[config.mk]
export PLATFORM = sky130hd
export DESIGN_NAME = serial_subtractor
export DESIGN_NICKNAME = d
export VERILOG_FILES = /design/src/rtl/serial_subtractor.sv
export SDC_FILE = /design/constraint.sdc
export NUM_CORES = 1
export LEC_CHECK = 0
export CAP_MARGIN = 20
export CORE_ASPECT_RATIO = 1.25
export CORE_MARGIN = 5
export CORE_UTILIZATION = 53
export DETAILED_ROUTE_END_ITERATION = 16
export PLACE_DENSITY = 0.89
export SYNTH_ARGS = -nofsm -noshare
export SYNTH_HDL_FRONTEND = slang
export SYNTH_SLANG_ARGS = --single-unit
[constraint.sdc]
create_clock -name clk -period 3.55 [get_ports clk]
set_clock_uncertainty 0.05 [all_clocks]
set_input_delay 0.71 -clock clk [delete_from_list [all_inputs] [get_ports clk]]
set_output_delay 0.71 -clock clk [all_outputs]
set_load 0.1 [all_outputs]
[src/rtl/serial_subtractor.sv]
// Bit-serial subtractor: diff = a - b - bin, one bit per clock, LSB first.
// A start pulse in IDLE latches the operands. busy is high for WIDTH cycles,
// then done pulses for one cycle with diff/borrow freshly updated.
//
// Ports:
//   clk    - clock, rising edge
//   rst_n  - asynchronous active-low reset
//   start  - request, sampled only in IDLE
//   a, b   - minuend / subtrahend (WIDTH bits), sampled with start
//   bin    - borrow-in, sampled with start
//   busy   - operation in progress
//   done   - one-cycle completion pulse
//   diff   - result modulo 2^WIDTH, held between operations
//   borrow - borrow-out, 1 iff a < b + bin
module serial_subtractor #(
  parameter int unsigned WIDTH = 4
) (
  input  logic             clk,
  input  logic             rst_n,
  input  logic             start,
  input  logic [WIDTH-1:0] a,
  input  logic [WIDTH-1:0] b,
  input  logic             bin,
  output logic             busy,
  output logic             done,
  output logic [WIDTH-1:0] diff,
  output logic             borrow
);

  localparam int unsigned CW = (WIDTH > 1) ? $clog2(WIDTH) : 1;
  localparam logic [CW-1:0] LAST = CW'(WIDTH - 1);

  typedef enum logic [1:0] {
    IDLE = 2'd0,
    RUN  = 2'd1,
    DONE = 2'd2
  } state_t;

  state_t           state;
  logic [WIDTH-1:0] sh_a;
  logic [WIDTH-1:0] sh_b;
  logic [WIDTH-1:0] res;
  logic [CW-1:0]    cnt;
  logic             br;

  logic             d;
  logic             br_next;
  logic [WIDTH-1:0] res_next;

  // One full-subtractor cell applied to the current LSBs.
  always_comb begin
    d        = sh_a[0] ^ sh_b[0] ^ br;
    br_next  = (~sh_a[0] & sh_b[0]) | (~(sh_a[0] ^ sh_b[0]) & br);
    res_next = {d, res[WIDTH-1:1]};
  end

  always_ff @(posedge clk or negedge rst_n) begin
    if (!rst_n) begin
      state  <= IDLE;
      sh_a   <= '0;
      sh_b   <= '0;
      res    <= '0;
      cnt    <= '0;
      br     <= 1'b0;
      busy   <= 1'b0;
      done   <= 1'b0;
      diff   <= '0;
      borrow <= 1'b0;
    end else begin
      case (state)
        IDLE: begin
          done <= 1'b0;
          if (start) begin
            sh_a  <= a;
            sh_b  <= b;
            br    <= bin;
            res   <= '0;
            cnt   <= '0;
            busy  <= 1'b1;
            state <= RUN;
          end
        end
        RUN: begin
          sh_a <= sh_a >> 1;
          sh_b <= sh_b >> 1;
          res  <= res_next;
          br   <= br_next;
          cnt  <= cnt + CW'(1);
          // Publish on the last bit so no partial result is ever visible.
          if (cnt == LAST) begin
            diff   <= res_next;
            borrow <= br_next;
            busy   <= 1'b0;
            done   <= 1'b1;
            state  <= DONE;
          end
        end
        DONE: begin
          done  <= 1'b0;
          state <= IDLE;
        end
        default: begin
          busy  <= 1'b0;
          done  <= 1'b0;
          state <= IDLE;
        end
      endcase
    end
  end

endmodule

==> results.ini, run 1 <==
[routing]
post_drt_wl_per_cell_um = 14.54
drt_wl_total_mm = 1.789
num_vias = 692
first_iter_violations = 14
via_per_inst = 5.626
ant_nets = 0
drc = 0
drtPass1Iterations = 4

[sta]
hold_ws_ps = 449.1
drv_slew = 0
tightest_slew_ps = 968.2
fin_setup_tns_ps = 0
finalSetupViolCount = 0
min_period_over_period = 0.7262
max_slew_margin = 0.3525
fmax_mhz = 387.9
final_hold_viol_count = 0
min_period_ps = 2578
rsz0062_at_grt = false

[cells_and_area]
fillers = 136
fin_nets = 119
layout_common_cells = 23 x dfrtp_1, 18 x clkdlybuf4s50_1, 10 x nor2_1
syn_to_final_growth_pct = 24.81
final_common_cell = dfrtp_1
utilization = 0.6953
layout-drive-gt1-share = 0.1346
antenna_cells = 0

[clock_network]
cts_root_buffer = clkbuf_4
clock-sinks = 23
clk_pin_slew_ps = 120
cts_tree = built
clk_latency_ps = 310
cts_buffer_depth = 2
post_cts_buffers = 0
ctsResizeCount = 0
hold_buffers = 0
htree_levels = 1
cts_made_buffers = 3

[synth]
synth-simple-area-share = 0.1310
synth.area.top_cells = dfrtp_1 59%, mux2_2 4.6%, nor2_1 3.8%
ys_warn_count = 0
synth_xor_area_frac = 0
yosysSeqAreaShare = 0.5852
synth_cell_types = 22
synth_top_family_by_area = compound AO/OA/AOI/OAI gates
synth-compound-area-share = 0.1743
synth_top_area_cell = dfrtp_1
muxShareOfSynthArea = 0.04580
synth-seq-cells = 23
synthAdderAreaFrac = 0.03308
syn_area_um2 = 983.4
syn_inst = 84
synth_top_cell_area_share = 0.5852
syn_avg_cell_area_um2 = 11.71
synth_nets = 98

[power_and_ir_drop]
powerDensity_nw_per_um2 = 1031
irDropWorstVdd_v = 0.0006194
p_leak_nw = 0.5467
totalPowerFinal_mw = 1.265

[place]
gp_congestion = 0.7567
place.port_buffers = 18
dp_hpwl_mm = 1.322

[setup_path]
path_depth = 1
reg2reg_depth = 2
cp_cell_sequence = clkdlybuf4s50_1
worstPathRequired_ps = 2790
critical_path.top_delay_family = buffers and inverters
path_class = register to output pin
crit_path_top_delay_cell = clkdlybuf4s50_1
critPathMaxStageDelay_ps = 1130
cp-start-kind = register
crit_path_max_fanout = 2
crit_arrival_ps = 1820
crit_buf_inv = 1
cp-end-kind = output pin

[global_route]
grt_max_degree = 24
grt_first_pass_wirelength_mm = 3.022
grt_antenna_before_repair = 0
grt.overflow.total = 0
grt_pass1_vias = 687
gr-usage-all-layers = 0.1370

[hold_path]
holdCritPathClass = register to register
holdPathStages = 2

[die]
start_util = 0.5571
die_area_um2 = 2823
ios = 19
core-area_um2 = 1765
die_x_um = 48.53
die_h_um = 58.16
rows = 17

[status]
status = complete, no violations

[flow_run]
maxCapViolCount = 0

[flip-flops by register name, indices dropped and copies added, names as in the netlist]
| register | flops |
|---|---|
| done | 1 |
| sh_a | 4 |
| borrow | 1 |
| busy | 1 |
| res | 3 |
| state | 2 |
| sh_b | 4 |
| diff | 4 |
| br | 1 |
| cnt | 2 |
[synth_stat cells]
library cell / number
a211oi_1: 3
a21oi_1: 1
a222oi_1: 1
a22o_1: 4
buf_2: 3
dfrtp_1: 23
fa_1: 1
ha_1: 1
inv_1: 4
mux2_2: 4
nand2_1: 4
nand2b_1: 2
nand3b_1: 4
nor2_1: 10
nor2b_1: 3
nor3_1: 3
o21a_1: 1
o21ai_0: 6
o21ba_2: 1
o21bai_2: 1
o221a_2: 3
o22ai_1: 1
[where the power goes]
part / total, mW / leakage [nW] / switching (mW) / internal, mW
Sequential: 0.474 / 0.283 / 0.0925 / 0.381
Combinational: 0.673 / 0.246 / 0.428 / 0.245
Clock: 0.119 / 0.0177 / 0.0767 / 0.0422
[tightest hold or removal path, stage by stage (launching register included)]
cell and delay [ps]:
dfrtp_1 360, nand2_1 50, o21ai_0 60
[through the flow]
stage               cells  cell area, um^2  setup WS, ps
detailed placement    118             1172          1320
global placement      118             1172          1333
floorplan              84            983.4          1892
CTS                   122             1200         954.4
finish                123             1227         971.9
global route          123             1227         916.6
[metal layers]
metal / global-route usage / vias to the layer above / share of wire
li1: - / 341 / -
met1: 0.1667 / 328 / 0.43
met2: 0.2127 / 18 / 0.48
met3: 0.03856 / 5 / 0.068
met4: 0.08846 / 0 / 0.023
met5: 0 / - / 0
[cells by family (layout without fill, tap and decap cells)]
family	Yosys count	count (layout)
and+or+nand+nor	26	26
DFF	23	23
AOI/OAI and AO/OA	22	22
buffers and inverters	7	27
muxes	4	4
adders and majority gates	2	2
[path summary, 6_finish.rpt]
check	start	endpoint	slack, ps
worst min register to register	borrow	borrow	450
worst max-delay path	busy	busy	970
worst min-delay path	borrow	borrow	450
worst max register to register	state[1]	diff[0]	2070
max in group asynchronous	rst_n	res[1]	2570
min in group asynchronous	rst_n	sh_b[0]	540
[layout make-up]
class / instances / area, um^2 / share of cell area
timing repair buffer: 19 / 207.7 / 0.1692
clock inverter: 1 / 5.005 / 0.004077
tap: 19 / 23.77 / 0.01937
multi-input combinational: 54 / 377.9 / 0.3078
inverter: 4 / 15.01 / 0.01223
clock buffer: 3 / 22.52 / 0.01835
sequential: 23 / 575.6 / 0.4689
Power figures use the tool's default switching activity.
==> run 2: changes to the inputs <==
--- a/config.mk
+++ b/config.mk
@@ -8,9 +8,9 @@
 export CAP_MARGIN = 20
 export CORE_ASPECT_RATIO = 1.25
 export CORE_MARGIN = 5
-export CORE_UTILIZATION = 53
+export CORE_UTILIZATION = 49
 export DETAILED_ROUTE_END_ITERATION = 16
-export PLACE_DENSITY = 0.89
+export PLACE_DENSITY = 0.84
 export SYNTH_ARGS = -nofsm -noshare
 export SYNTH_HDL_FRONTEND = slang
 export SYNTH_SLANG_ARGS = --single-unit
==> constraint.sdc (replaced) <==
create_clock -name clk -period 2.5 [get_ports clk]
set_clock_uncertainty 0.05 [all_clocks]
set_input_delay 0.5 -clock clk [delete_from_list [all_inputs] [get_ports clk]]
set_output_delay 0.5 -clock clk [all_outputs]
set_load 0.1 [all_outputs]
==> results.ini, run 2 (synthesis gave the netlist of run 1 again) <==
[hold_path]
holdCritPathClass = register to register
holdPathStages = 2

[clock_network]
cts_buffer_depth = 2
clk_latency_ps = 320
clock-sinks = 23
ctsResizeCount = 0
hold_buffers = 0
cts_root_buffer = clkbuf_4
cts_made_buffers = 3
htree_levels = 1
clk_pin_slew_ps = 120
cts_tree = built
post_cts_buffers = 0

[setup_path]
crit_path_max_fanout = 2
cp-end-kind = output pin
path_depth = 1
worstPathRequired_ps = 1950
path_class = register to output pin
reg2reg_depth = 2
cp_cell_sequence = buf_4
cp-start-kind = register
critPathMaxStageDelay_ps = 380
crit_buf_inv = 1
crit_path_top_delay_cell = dfrtp_1
crit_arrival_ps = 990
critical_path.top_delay_family = flip-flops

[die]
start_util = 0.5078
ios = 19
die_x_um = 50.07
die_h_um = 60.09
die_area_um2 = 3009
rows = 18
core-area_um2 = 1937

[routing]
first_iter_violations = 32
via_per_inst = 5.855
post_drt_wl_per_cell_um = 15.07
ant_nets = 0
drc = 0
drt_wl_total_mm = 1.869
num_vias = 726
drtPass1Iterations = 4

[sta]
tightest_slew_ps = 454.0
final_hold_viol_count = 0
max_slew_margin = 0.6973
drv_slew = 0
min_period_over_period = 0.6151
rsz0062_at_grt = false
finalSetupViolCount = 0
min_period_ps = 1538
fmax_mhz = 650.3
fin_setup_tns_ps = 0

[cells_and_area]
syn_to_final_growth_pct = 20.99
antenna_cells = 0
final_common_cell = dfrtp_1
layout_common_cells = 23 x dfrtp_1, 11 x clkdlybuf4s50_1, 10 x nor2_1
reg_top3 = diff x4, sh_a x4, sh_b x4
finalNonFillerCells = 124
utilization = 0.6143
fin_nets = 119
layout-drive-gt1-share = 0.1923

[global_route]
gr-usage-all-layers = 0.1379
grt_antenna_before_repair = 0
grt.overflow.total = 0
grt_first_pass_wirelength_mm = 3.098
grt_max_degree = 24
grt_pass1_vias = 722

[place]
gp_congestion = 0.8676
place.port_buffers = 18
dp_cells = 120
dp_hpwl_mm = 1.378

[status]
status = complete, no violations

[flow_run]
maxCapViolCount = 0

==> run 2: cell types whose count changed in the layout (fill, tap and decap cells not counted), sizes merged <==
| cell | previous run | this run |
|---|---|---|
| clkdlybuf4s50 | 18 | 11 |
| clkinv | 1 | 0 |
| clkbuf | 3 | 4 |
| buf | 1 | 8 |
==> run 2: metal layers <==
| metal | routed length, um | up-vias | track usage |
|---|---|---|---|
| met5 | 0 | - | 0 |
| met4 | 53 | 0 | 0.09738 |
| met3 | 131 | 5 | 0.03491 |
| met2 | 917 | 23 | 0.2298 |
| met1 | 767 | 358 | 0.1513 |
| li1 | - | 340 | - |
==> run 2: cell type report <==
class,count,area (um^2)
Clock buffer,4,26.28
Fill cell,164,747.0
Inverter,4,15.01
Multi-Input combinational cell,54,377.9
Sequential cell,23,575.6
Tap cell,20,25.02
Timing Repair Buffer,19,170.2
==> run 2: worst register-to-register path, cell delays in order (launching register included) <==
cell      delay [ps]
dfrtp_1          630
nand3b_1         340
mux2_2           370
==> run 2: final timing paths <==
path | start | to | slack (ps)
setup / recovery | done | done | 960
hold / removal | borrow | borrow | 450
setup reg to reg | state[1] | diff[3] | 1000
hold reg to reg | borrow | borrow | 450
max in group asynchronous | rst_n | sh_b[2] | 1710
min in group asynchronous | rst_n | res[2] | 470
==> run 2: per-stage QoR <==
stage	worst slack [ps]	hold WS, ps	area [um^2]
detailed placement	664.6	436.7	1164
CTS	957.3	458.0	1190
global placement	765.5	418.3	1164
floorplan	1049	154.4	983.4
global route	911.7	493.9	1190
finish	962.2	448.0	1190
Power of run 2 is not shown: default switching activity piles up to over one toggle a cycle in this logic, so the estimate is an artifact.
==> run 3: changes to the inputs <==
==> constraint.sdc (replaced) <==
create_clock -name clk -period 1.5 [get_ports clk]
set_clock_uncertainty 0.05 [all_clocks]
set_input_delay 0.3 -clock clk [delete_from_list [all_inputs] [get_ports clk]]
set_output_delay 0.3 -clock clk [all_outputs]
set_load 0.1 [all_outputs]
==> results.ini, run 3 (synthesis gave the netlist of run 1 again) <==
[sta]
min_period_over_period = 0.9621
drv_slew = 0
setup_slack_ps = 56.88
hold_ws_ps = 280.5
finalSetupViolCount = 0
min_period_ps = 1443
max_slew_margin = 0.7836
fmax_mhz = 692.9
final_hold_viol_count = 0
tightest_slew_ps = 324.3
rsz0062_at_grt = false

[power_and_ir_drop]
irDropWorstVdd_v = 0.001233
clock_power_share = 0.085
totalPowerFinal_mw = 3.309
p_int_mw = 1.816
swShare = 0.4510
powerDensity_nw_per_um2 = 2514
comb_power_share = 0.578
switchingPower_mw = 1.492
p_seq_frac = 0.337
p_leak_nw = 0.5993

[setup_path]
cp-end-kind = register
crit_path_top_delay_cell = dfrtp_1
cp_cell_sequence = ha_1 > nand3b_1 > mux2_2
worstPathRequired_ps = 1660
cp-start-kind = register
path_class = register to register
crit_path_max_fanout = 5
critPathMaxStageDelay_ps = 420
crit_arrival_ps = 1600

[routing]
drtPass1Iterations = 4
post_drt_wl_per_cell_um = 14.88
drc = 0
first_iter_violations = 17
ant_nets = 0
num_vias = 730
via_per_inst = 5.659
drt_wl_total_mm = 1.919

[die]
die_h_um = 60.09
rows = 18
die_area_um2 = 3009
ios = 19
die_x_um = 50.07
start_util = 0.5078
core-area_um2 = 1937

[clock_network]
clk_latency_ps = 310
cts_root_buffer = clkbuf_4
cts_tree = built
post_cts_buffers = 0
ctsResizeCount = 0
cts_made_buffers = 3
cts_buffer_depth = 2
hold_buffers = 0
clock-sinks = 23
htree_levels = 1
clk_pin_slew_ps = 120

[cells_and_area]
final_common_cell = dfrtp_1
finalNonFillerCells = 129
fin_nets = 124
utilization = 0.6796
antenna_cells = 0
fillers = 146
layout_common_cells = 23 x dfrtp_1, 11 x clkdlybuf4s50_1, 10 x nor2_1
reg_top3 = diff x4, sh_a x4, sh_b x4
layout-drive-gt1-share = 0.2385
syn_to_final_growth_pct = 33.84

[place]
pre_cts_ws_ps = -37.06
gp_congestion = 0.8482
dp_hpwl_mm = 1.455
dp_cells = 125
place.port_buffers = 18

[status]
status = complete, no violations

[global_route]
grt_max_degree = 24
grt.overflow.total = 0
gr-usage-all-layers = 0.1414
grt_pass1_vias = 743
grt_antenna_before_repair = 0
grt_first_pass_wirelength_mm = 3.249

[hold_path]
holdCritPathClass = primary input to asynchronous set/reset pin

[flow_run]
maxCapViolCount = 0

-- run 3: cell count changes in the layout (fill, tap and decap cells not counted) --
cell,change
buf_12,+7
buf_4,-2
clkbuf_1,-1
clkinv_2,+1
-- run 3: power groups by stage --
stage	registers, mW	logic (mW)	clock network [mW]
finish	1.12	1.91	0.282
floorplan	1.63	0.721	0
global placement	1.11	1.87	0
CTS	1.12	1.92	0.291
global route	1.15	2.03	0.313
detailed placement	1.13	1.92	0
-- run 3: final cells by class --
type / instances / area [um^2] / area share
Sequential cell: 23 / 575.6 / 0.4373
Clock inverter: 1 / 5.005 / 0.003802
Multi-Input combinational cell: 54 / 377.9 / 0.2871
Timing Repair Buffer: 24 / 295.3 / 0.2243
Clock buffer: 3 / 22.52 / 0.01711
Inverter: 4 / 15.01 / 0.01141
Tap cell: 20 / 25.02 / 0.01901
-- run 3: worst paths after layout --
check,start,endpoint,slack (ps),depth (start not counted)
setup / recovery,cnt[0],diff[3],60,3
hold / removal,rst_n,sh_a[3],280,2
setup reg to reg,cnt[0],diff[3],60,3
hold reg to reg,cnt[0],cnt[0],470,1
max in group asynchronous,rst_n,diff[3],900,2
min in group clk,cnt[0],cnt[0],470,1
-- run 3: critical path: cells and delay by family, from the launching register on --
family,cells,cell delay (ps)
adder cells (fa/ha/maj),1,270
AND/OR/NAND/NOR,1,230
flip-flops,1,420
multiplexers,1,360
-- run 3: stage by stage --
step	cell area, um^2	setup TNS [ps]
2_1_floorplan	983.4	0
3_3_place_gp	1289	0
3_5_place_dp	1289	-141.0
6_report	1316	0
4_1_cts	1316	0
5_1_grt	1316	0
-- run 3: metal layers --
layer | up-vias | GRT usage | wire (um)
li1 | 347 | - | -
met3 | 4 | 0.02244 | 117
met2 | 29 | 0.2549 | 978
met5 | - | 0 | 0
met4 | 0 | 0.06742 | 33
met1 | 350 | 0.1605 | 790
